===== src/rtl/afe_iq_ser_if.sv =====
// Stream-side handshake bundle for afe_iq_ser.
//   in_data  : full IQ pair {Q, I}, I in the low W/2 bits
//   in_valid : in_data holds a pair
//   in_ready : sink takes in_data on this edge
// master = pair source, slave = afe_iq_ser.
interface afe_iq_ser_if #(
  parameter int W = 24
);
  logic [W-1:0] in_data;
  logic         in_valid;
  logic         in_ready;

  modport master (output in_data, output in_valid, input in_ready);
  modport slave  (input in_data, input in_valid, output in_ready);
endinterface


===== src/rtl/afe_iq_ser.sv =====
// AFE transmit emulator. Takes a full IQ pair per fetch, sends it over a
// half-width bus: I half (afe_sel=1), then Q half (afe_sel=0).
// This matches the interleaved format the converter presents to RX capture.
// Ports:
//   clk_2x, reset  : half-word clock, async active-high reset
//   enable         : run enable; a started pair is always finished
//   mode           : 00/11 stream, 01 ramp, 10 constant (sampled at fetch)
//   const_pair     : pair used in constant mode
//   up             : stream handshake (in_data / in_valid / in_ready)
//   afe_d, afe_sel : registered serial half word and phase select
//   pair_strobe    : high in the Q-phase cycle of each pair
//   underrun       : one-cycle pulse (I phase) when stream has no data
//   underrun_cnt   : saturating underrun count, clr_cnt clears it (wins)
module afe_iq_ser #(
  parameter int                       IQ_PAIR_WIDTH = 24,
  parameter logic [IQ_PAIR_WIDTH-1:0] IDLE_PAIR     = '0,
  parameter int                       CNT_WIDTH     = 16
) (
  input  logic                       clk_2x,
  input  logic                       reset,
  input  logic                       enable,
  input  logic [1:0]                 mode,
  input  logic [IQ_PAIR_WIDTH-1:0]   const_pair,
  afe_iq_ser_if.slave                up,
  output logic [IQ_PAIR_WIDTH/2-1:0] afe_d,
  output logic                       afe_sel,
  output logic                       pair_strobe,
  output logic                       underrun,
  output logic [CNT_WIDTH-1:0]       underrun_cnt,
  input  logic                       clr_cnt
);
  localparam int W = IQ_PAIR_WIDTH;
  localparam int H = IQ_PAIR_WIDTH / 2;

  typedef enum logic [1:0] {IDLE = 2'd0, PH_I = 2'd1, PH_Q = 2'd2} state_t;

  state_t         state_q;
  logic [W-1:0]   pair_q, pair_d;
  logic [H-1:0]   ramp_q;
  logic [H-1:0]   afe_d_q;
  logic           afe_sel_q, strobe_q, und_q, und_d;
  logic [CNT_WIDTH-1:0] cnt_q;
  logic           fetch, stream_m;

  // A new pair is pulled on any edge that leaves IDLE or PH_Q with enable.
  assign stream_m = (mode == 2'b00) || (mode == 2'b11);
  assign fetch    = enable && (state_q == IDLE || state_q == PH_Q);
  // Gated by reset so the handshake reads 0 while reset is held.
  assign up.in_ready = !reset && fetch && stream_m;

  // Pair chosen at the fetch edge; only consumed when fetch is true.
  always_comb begin
    pair_d = pair_q;
    und_d  = 1'b0;
    case (mode)
      2'b01:   pair_d = {~ramp_q, ramp_q};
      2'b10:   pair_d = const_pair;
      default: begin
        if (up.in_valid) pair_d = up.in_data;
        else begin
          pair_d = IDLE_PAIR;
          und_d  = 1'b1;
        end
      end
    endcase
  end

  always_ff @(posedge clk_2x or posedge reset) begin
    if (reset) begin
      state_q   <= IDLE;
      pair_q    <= '0;
      ramp_q    <= '0;
      afe_d_q   <= '0;
      afe_sel_q <= 1'b0;
      strobe_q  <= 1'b0;
      und_q     <= 1'b0;
      cnt_q     <= '0;
    end else begin
      // Clear has priority over a same-edge increment.
      if (clr_cnt)
        cnt_q <= '0;
      else if (fetch && und_d && (cnt_q != {CNT_WIDTH{1'b1}}))
        cnt_q <= cnt_q + CNT_WIDTH'(1);

      case (state_q)
        PH_I: begin
          // Q half always follows, regardless of enable.
          state_q   <= PH_Q;
          afe_d_q   <= pair_q[W-1:H];
          afe_sel_q <= 1'b0;
          strobe_q  <= 1'b1;
          und_q     <= 1'b0;
        end
        default: begin
          if (enable) begin
            state_q   <= PH_I;
            pair_q    <= pair_d;
            afe_d_q   <= pair_d[H-1:0];
            afe_sel_q <= 1'b1;
            strobe_q  <= 1'b0;
            und_q     <= und_d;
            if (mode == 2'b01) ramp_q <= ramp_q + H'(1);
          end else begin
            state_q   <= IDLE;
            afe_d_q   <= '0;
            afe_sel_q <= 1'b0;
            strobe_q  <= 1'b0;
            und_q     <= 1'b0;
          end
        end
      endcase
    end
  end

  assign afe_d        = afe_d_q;
  assign afe_sel      = afe_sel_q;
  assign pair_strobe  = strobe_q;
  assign underrun     = und_q;
  assign underrun_cnt = cnt_q;
endmodule


===== src/flat_wrapper.sv =====
// flat-port wrapper written by rule: the top's interface ports become plain ports
module afe_iq_ser_flat 
#(
  parameter int                       IQ_PAIR_WIDTH = 24,
  parameter logic [IQ_PAIR_WIDTH-1:0] IDLE_PAIR     = '0,
  parameter int                       CNT_WIDTH     = 16
)
  (clk_2x, reset, enable, mode, const_pair, afe_d, afe_sel, pair_strobe, underrun, underrun_cnt, clr_cnt, up_in_data, up_in_valid, up_in_ready);
  afe_iq_ser_if up_i ();
  input  logic clk_2x;
  input  logic reset;
  input  logic enable;
  input  logic [1:0] mode;
  input  logic [IQ_PAIR_WIDTH-1:0] const_pair;
  output logic [IQ_PAIR_WIDTH/2-1:0] afe_d;
  output logic afe_sel;
  output logic pair_strobe;
  output logic underrun;
  output logic [CNT_WIDTH-1:0] underrun_cnt;
  input  logic clr_cnt;
  input wire logic [$bits(up_i.in_data)-1:0] up_in_data;
  input wire logic [$bits(up_i.in_valid)-1:0] up_in_valid;
  output wire logic [$bits(up_i.in_ready)-1:0] up_in_ready;
  assign up_i.in_data = up_in_data;
  assign up_i.in_valid = up_in_valid;
  assign up_in_ready = up_i.in_ready;
  afe_iq_ser #(.IQ_PAIR_WIDTH(IQ_PAIR_WIDTH), .IDLE_PAIR(IDLE_PAIR), .CNT_WIDTH(CNT_WIDTH)) u_core (.clk_2x(clk_2x), .reset(reset), .enable(enable), .mode(mode), .const_pair(const_pair), .up(up_i), .afe_d(afe_d), .afe_sel(afe_sel), .pair_strobe(pair_strobe), .underrun(underrun), .underrun_cnt(underrun_cnt), .clr_cnt(clr_cnt));
endmodule

===== config.mk =====
export PLATFORM = sky130hd
export DESIGN_NAME = afe_iq_ser_flat
export DESIGN_NICKNAME = d
export VERILOG_FILES = /design/src/rtl/afe_iq_ser_if.sv /design/src/rtl/afe_iq_ser.sv /design/src/flat_wrapper.sv
export SDC_FILE = /design/constraint.sdc
export NUM_CORES = 1
export LEC_CHECK = 0
export BUFFER_PORTS_ARGS = -buffer_cell sky130_fd_sc_hd__buf_2
export CORE_UTILIZATION = 51
export CTS_BUF_LIST = sky130_fd_sc_hd__clkbuf_8
export DETAILED_ROUTE_END_ITERATION = 10
export PLACE_DENSITY_LB_ADDON = 0.08
export SLEW_MARGIN = 10
export SYNTH_ARGS = -nofsm -noshare
export SYNTH_HDL_FRONTEND = slang
export SYNTH_SLANG_ARGS = --single-unit

===== constraint.sdc =====
create_clock -name clk_2x -period 4.9 [get_ports clk_2x]
set_clock_uncertainty 0.1 [all_clocks]
set_input_delay 0.735 -clock clk_2x [delete_from_list [all_inputs] [get_ports clk_2x]]
set_output_delay 0.735 -clock clk_2x [all_outputs]
set_load 0.02 [all_outputs]

### Yosys cells after proc, flatten, opt, wreduce, memory -nomap -nowiden

Index checks and enable logic that the tools add are counted.

* register bits: 69
* bits of input ports: 55
* output and inout bits: 32
* logic and storage cells: 47

* add/sub/neg operators: 2
* equal/unequal tests: 6
* mux-type cells: 15
* bitwise logic cells: 2
* reduce and logical (&&, ||, !) cells: 14

Operators by type and width (number)
* case mux 24 bit (2 select lines): 1
* 2-to-1 mux 16 bit: 2
* 2-to-1 mux 12 bit: 2
* 2-to-1 mux 24 bit: 1
* adder 16 x 1 -> 16 bit, second input constant: 1
* != test 16 bit, second input constant: 1
* adder 12 x 1 -> 12 bit, second input constant: 1
* inverter 12 bit: 1
* 2-to-1 mux 1 bit: 8
* == test 2 bit, second input constant: 3
* logical AND 1 bit: 5
* == test 2 x 1 -> 1 bit, second input constant: 2
* logical NOT 2 bit: 2
* AND reduction 3 bit: 1
* logical OR 1 bit: 2
* 2-to-1 mux 2 bit: 1
* AND reduction 2 bit: 1
* nonzero test 2 bit: 1
* OR reduction 2 bit: 1
* logical NOT 1 bit: 1
* inverter 1 bit: 1

### Logic depth before layout (Yosys ltp)

Gate-level depths: netlist of the first run.

* depth after elaboration: 7
* gate-level depth with buffers: 7
* gate-level depth less buffers: 6

### Worst setup path before layout of the first run

OpenSTA, ideal clock, no wires.

* path kind: input to output
* start point: in mode[0]
* end point: out up_in_ready
* arrival time: 2.349 ns
* data required time: 4.065 ns
* slack: 1.716 ns
* cell stages on the path: 5
* path buffers: 2
* path through: inv_1 > ha_1 > clkbuf_1 > buf_1 > nor4bb_1

* longest elaborated chain between the ends: 3
* elaborated cells between the ends (all ways): 4
* those cells by class: 1 x eq/ne; 3 x reduce/logical

Ends and longest elaborated chain
* start, declared: RTL line flat_wrapper.sv:13 `input logic [1:0] mode;`
* == test 2 bit or logical NOT 2 bit (tied branches): RTL line afe_iq_ser.sv:46 `assign stream_m = (mode == 2'b00) || (mode == 2'b11);`
* logical OR 1 bit (*): RTL line afe_iq_ser.sv:46
* logical AND 1 bit (*): RTL line afe_iq_ser.sv:49 `assign up.in_ready = !reset && fetch && stream_m;`
* end, declared: RTL line flat_wrapper.sv:23 `output wire logic [$bits(up_i.in_ready)-1:0] up_in_ready;`

Mark *: on every way between the ends. The rest lies on a longest branch, timed or not.

### Worst setup path after layout of the first run

Ends and elaborated chain as after synthesis.

==> impl_metrics.csv, run 1 <==
group,metric,value,unit
worst_setup_path,end_kind,"output port",
logic_synthesis,yosys.area_share.adder,1.706,%
worst_setup_path,critPathTopFamily,"adder cells",
clock_network,cts_setup_buffers,0,
clock_network,cts.sinks,55,
global_routing,grt_pass1_wl,12.35,mm
logic_synthesis,syn_inst,316,
worst_setup_path,startpoint_type,"input pin",
layout,diodes,0,
sta,hold_viol_final,0,
power,vdd_drop_max,0.1616,mV
worst_setup_path,cp_max_fo,22,
clock_network,cts_tree,"done",
worst_setup_path,crit_slowest_cell,"ha_1",
worst_setup_path,cp_slowest_stage_delay,650,ps
logic_synthesis,netlist.area_leader.share,46.91,%
floorplanning,start_util,52.96,%
global_routing,grt_pass1_vias,2374,
detailed_routing,drc,0,
floorplanning,die_area,6061,µm²
worst_setup_path,worstPathArrival,2100,ps
floorplanning,die_h,77.85,µm
clock_network,cts.htree.levels,2,
placed_design,postPlaceCellArea,3420,µm²
logic_synthesis,synth_compound_area_share,20.04,%
clock_network,post_cts_resized,0,
detailed_routing,first_pass_iters,7,
floorplanning,num_rows,27,
detailed_routing,drt-initial-drc-count,271,
power,intPower,0.0006976,W
clock_network,clk_latency,320,ps
layout,syn_to_final_growth,19.57,%
global_routing,overflow,0,
layout,final_cell_area,3508,µm²
sta,setup_slack,1964,ps
logic_synthesis,ys_types,41,
clock_network,cts_root_buffer,"clkbuf_8",
run_status,status,"finished, final reports clean",
clock_network,cts_hold_buf,0,
logic_synthesis,ys_ff_latch,55,
detailed_routing,vias_per_cell,5.801,
sta,slew_violations,0,
logic_synthesis,synthMuxAreaShare,1.151,%
placed_design,place.gp.congestion,0.9489,
floorplanning,coreArea,5540,µm²
logic_synthesis,synth-edff-count,0,
detailed_routing,wl,7.660,mm
logic_synthesis,yosysWarnings,0,
sta,rsz0062_at_grt,"false",
logic_synthesis,async_reset_ff_share,100.0,%
logic_synthesis,yosysTopAreaCell,"dfrtp_1",
logic_synthesis,avgSynthCellArea,9.285,µm²
power,power_leakage,1.662,nW
floorplanning,chipWidth,77.85,µm
worst_setup_path,path_cells,"buf_2 > inv_1 > ha_1 > nor4bb_1 > buf_2",
worst_setup_path,worst-r2r-setup-slack,2400,ps
layout,drive_above_1_share,28.03,%
power,swShare,31.51,%
sta,max_freq,0.3406,GHz
logic_synthesis,syn-num-nets,375,
min_path,hold_class,"in2async",
power,p_seq_share,53.5,%
worst_setup_path,crit_path_frequent_cell,"buf_2",
floorplanning,io_pins,87,
sta,worst_pin_slew,1166,ps
logic_synthesis,synth_area_leaders,"dfrtp_1 (47%), a21oi_1 (7.8%), nand2_1 (4.3%)",
worst_setup_path,required,4070,ps
clock_network,numCtsBuffers,5,
placed_design,dp_cells,460,
power,comb_power_share,21.3,%
clock_network,cts_buffer_depth,2,
placed_design,dp_slack,1836,ps
logic_synthesis,synth-simple-area-share,23.71,%
sta,min_period,2936,ps
detailed_routing,vias,2715,
logic_synthesis,synth-xor-area-share,3.284,%
logic_synthesis,synthFlopType,"dfrtp_1",
sta,setup_tns,0,ps
layout,seqCellArea,1376,µm²
detailed_routing,wire_per_inst,16.37,µm
power,clkPwrFrac,25.2,%
worst_setup_path,cp_num_buf_inv,3,
sta,timing.final.crit_share,59.91,%
sta,max_slew_margin,21.94,%
sta,setup_viol,0,
logic_synthesis,ys_seq_area_share,46.91,%
layout,final_cells,468,
global_routing,grt.total_usage,26.61,%
global_routing,grt_max_degree,46,
layout,nets,454,
logic_synthesis,synth_top_family_by_area,"simple AND/OR/NAND/NOR gates",
detailed_routing,antenna_left,0,
logic_synthesis,syn_area,2934,µm²
clock_network,clk_pin_slew,100,ps
worst_setup_path,critPathKind,"in2out",
layout,fillers,507,
placed_design,numPortBuffers,86,
run,cap_violations,0,
power,powerDensity,290.3,nW/µm²
global_routing,antenna_found_initial,0,
power,p_switching,0.0003209,W
placed_design,dpl.hpwl,5.528,mm
layout,multi_input_area,1466,µm²
## per-stage QoR
stage	utilization, %	power [W]	hold slack [ps]
3_3_place_gp	61.72	0.0007640	376.4
4_1_cts	63.32	0.001021	250.3
6_report	63.32	0.001018	246.3
5_1_grt	63.32	0.001072	259.5
3_5_place_dp	61.72	0.0007688	380.6
2_1_floorplan	-	0.0006880	355.3
## synthesized netlist by cell type, drive strengths merged, types with 5 or more instances
master,instances
dfrtp,55
a21oi,46
nand2,34
nor2,17
clkbuf,16
o21ai,15
a22o,12
a22oi,12
nand2b,12
nor3,9
nand4,8
inv,7
o31ai,7
or4,7
and3,6
nand3,6
xor2,6
xnor2,5
## power groups by stage
stage,logic (W),clock network (W),registers (W)
finish,0.000217,0.000257,0.000544
global route,0.000241,0.000281,0.000551
CTS,0.000217,0.000260,0.000543
detailed placement,0.000216,0,0.000553
global placement,0.000213,0,0.000551
floorplan,0.000122,0,0.000566
## layer usage
layer  routed length [µm]  global-route usage, %  vias up
met3                  495                  3.765        6
met4                   67                  6.226        0
li1                     -                      -     1307
met2                 3314                  36.55      107
met1                 3782                  43.30     1295
met5                    0                      0        -
## state kept, by name (all words and copies together) (netlist names)
signal	count
u_core.ramp_q	12
u_core.underrun_cnt	16
u_core.state_q	2
u_core.pair_q	12
u_core.underrun	1
u_core.afe_d	12
## worst register-to-register path, cell delays in order (launching register included)
cell and delay (ps):
dfrtp_1 440, nor2b_1 150, buf_4 190, nor2b_2 910, a21boi_0 260, buf_4 210
a22o_1 180
## layout make-up
| type | count | area share [%] |
|---|---|---|
| sequential | 55 | 39.23 |
| multi-input combinational | 236 | 41.80 |
| tap | 72 | 2.568 |
| timing repair buffer | 90 | 13.12 |
| inverter | 7 | 0.7489 |
| clock inverter | 3 | 0.5706 |
| clock buffer | 5 | 1.961 |
## cell usage in the layout (no fill, tap or decap), drive strengths merged, types with 6 or more instances in the layout
master  count
a22oi      12
buf        90
nor3        9
xor2        6
a21oi      46
dfrtp      55
nor2       17
and3        6
o21ai      15
nand3       6
or4         7
a22o       12
nand4       8
nand2      34
o31ai       7
nand2b     12
inv         7
## logic make-up (layout without fill, tap and decap cells)
| logic type | Yosys count | in the layout |
|---|---|---|
| buf+inv | 25 | 105 |
| simple gates | 121 | 121 |
| fa+ha+maj | 4 | 4 |
| flops | 55 | 55 |
| compound gates | 97 | 97 |
| xor+xnor | 11 | 11 |
| mux | 3 | 3 |
## path summary, 6_finish.rpt
check / startpoint / to / cells past startpoint
setup / recovery: mode[0] / up_in_ready / 5
hold / removal: reset / u_core.underrun_cnt[12] / 2
setup reg to reg: u_core.state_q[0] / u_core.afe_d[1] / 6
hold reg to reg: u_core.ramp_q[11] / u_core.ramp_q[11] / 1
max in group asynchronous: reset / u_core.pair_q[20] / 3
min in group clk_2x: u_core.ramp_q[11] / u_core.ramp_q[11] / 1
Note: power is estimated with default switching activity, not from simulation.
==> run 2: changes to the inputs <==
- CORE_UTILIZATION: 51 -> 48
- clock period: 4.9 -> 2.62 ns (I/O delays scaled with it)
==> run 2 against run 1 <==
Effect of this change: worst hold slack got worse by 240 ps; die area increased by 6.1%; routed wire length increased by 0.48%; power increased by 100%; sequential share of layout area decreased by 1.1 points; count of clock-buffer cells in the layout unchanged; register-to-register slack got worse by 1800 ps; sequential power increased by 88%; largest cell class unchanged; highest routed layer unchanged.
==> impl_metrics.csv, run 2 (synthesis gave the netlist of run 1 again) <==
group,metric,value,unit
power,p_switching,0.0005829,W
global_routing,grt_pass1_wl,11.99,mm
layout,largest_reg_flops,16,
sta,max_freq,0.4580,GHz
placed_design,postPlaceCellArea,3481,µm²
worst_setup_path,required,2130,ps
worst_setup_path,cp_max_fo,42,
power,intPower,0.001503,W
global_routing,antenna_found_initial,0,
floorplanning,die_h,80.19,µm
layout,final_cell_mix,"buf_2 (86), dfrtp_1 (55), a21oi_1 (46)",
power,power_leakage,1.725,nW
power,clkPwrFrac,31.5,%
sta,max_slew_margin,53.08,%
layout,drive_above_1_share,28.86,%
power,p_seq_share,48.8,%
clock_network,clk_latency,310,ps
worst_setup_path,critPathKind,"in2out",
placed_design,dpl.hpwl,5.764,mm
sta,hold_viol_final,0,
detailed_routing,wire_per_inst,16.14,µm
worst_setup_path,path_cells,"buf_2 > inv_1 > ha_1 > buf_4 > nor4bb_1 > buf_2",
floorplanning,die_area,6430,µm²
clock_network,numCtsBuffers,5,
placed_design,place.gp.congestion,0.8692,
worst_setup_path,startpoint_type,"input pin",
floorplanning,chipWidth,80.19,µm
global_routing,grt_max_degree,43,
clock_network,post_cts_resized,0,
detailed_routing,vias,2694,
sta,setup_slack,436.5,ps
layout,syn_to_final_growth,23.16,%
sta,worst_pin_slew,698.0,ps
sta,timing.final.crit_share,83.34,%
global_routing,grt.total_usage,25.02,%
min_path,hold_class,"in2async",
layout,mostFrequentLayoutCell,"buf_2",
placed_design,numPortBuffers,86,
sta,slew_violations,0,
layout,nets,460,
power,comb_power_share,19.8,%
layout,final_cell_area,3613,µm²
placed_design,dp_slack,311.0,ps
floorplanning,start_util,49.56,%
power,powerDensity,577.2,nW/µm²
sta,setup_tns,0,ps
layout,diodes,0,
detailed_routing,drc,0,
detailed_routing,drt-initial-drc-count,258,
power,vdd_drop_max,0.3158,mV
worst_setup_path,worstPathArrival,1690,ps
sta,timing.hold.ws,7.106,ps
worst_setup_path,crit_slowest_cell,"buf_4",
run_status,status,"finished, final reports clean",
clock_network,cts.sinks,55,
worst_setup_path,cp_slowest_stage_delay,350,ps
run,cap_violations,0,
clock_network,cts.htree.levels,2,
global_routing,overflow,0,
clock_network,clk_pin_slew,100,ps
power,swShare,27.95,%
floorplanning,io_pins,87,
detailed_routing,vias_per_cell,5.648,
clock_network,cts_buffer_depth,2,
sta,min_period,2184,ps
clock_network,cts_hold_buf,0,
sta,setup_viol,0,
detailed_routing,wl,7.697,mm
worst_setup_path,crit_path_frequent_cell,"buf_2",
floorplanning,coreArea,5921,µm²
clock_network,cts_root_buffer,"clkbuf_8",
clock_network,cts_setup_buffers,0,
detailed_routing,first_pass_iters,5,
floorplanning,num_rows,28,
clock_network,cts_tree,"done",
detailed_routing,antenna_left,0,
global_routing,grt_pass1_vias,2361,
sta,rsz0062_at_grt,"false",
worst_setup_path,end_kind,"output port",
## run 2: cell types whose count changed in the layout (fill, tap and decap cells not counted), sizes merged
cell      delta
buf          +6
bufinv       +2
clkinvlp     -2
clkinv       -1
inv          +1
## run 2: path summary, 6_finish.rpt
path,from,endpoint,slack [ps],cells past startpoint
worst min register to register,u_core.ramp_q[11],u_core.ramp_q[11],410,1
worst max register to register,u_core.underrun_cnt[2],u_core.underrun_cnt[13],590,4
max in group asynchronous,reset,u_core.pair_q[15],1870,3
worst max-delay path,mode[0],up_in_ready,440,6
worst min-delay path,reset,u_core.underrun_cnt[4],7,2
min in group clk_2x,up_in_data[12],u_core.pair_q[12],280,3
## run 2: through the flow
stage / instances / power [W] / utilization [%]
detailed placement: 469 / 0.001446 / 58.79
global route: 477 / 0.002190 / 61.03
global placement: 469 / 0.001434 / 58.79
floorplan: 316 / 0.001287 / -
CTS: 477 / 0.002102 / 61.03
finish: 477 / 0.002086 / 61.03
## run 2: layer usage
layer | vias up | global-route usage [%] | routed length, µm
met1 | 1277 | 40.06 | 3769
met2 | 86 | 35.04 | 3431
met5 | - | 0 | 0
met3 | 5 | 3.864 | 431
met4 | 0 | 5.357 | 64
li1 | 1326 | - | -
## run 2: critical path: cells and delay by family
kind,cells,cell delay [ps]
buffers and inverters,4,700
adder cells (fa/ha/maj),1,300
AND/OR/NAND/NOR,1,290
## run 2: power by group through the flow
| stage | clock network (W) | registers [W] | logic (W) |
|---|---|---|---|
| floorplan | 0 | 0.00106 | 0.000229 |
| global placement | 0 | 0.00103 | 0.000406 |
| detailed placement | 0 | 0.00103 | 0.000413 |
| CTS | 0.000672 | 0.00102 | 0.000414 |
| global route | 0.000700 | 0.00103 | 0.000458 |
| finish | 0.000656 | 0.00102 | 0.000412 |
## run 2: final cells by class
type | instances | area [µm²]
fill | 552 | 2307
multi-input combinational | 236 | 1466
sequential | 55 | 1376
timing repair buffer | 96 | 518.0
tap | 75 | 93.84
clock buffer | 5 | 68.82
clock inverter | 3 | 63.81
inverter | 7 | 26.28
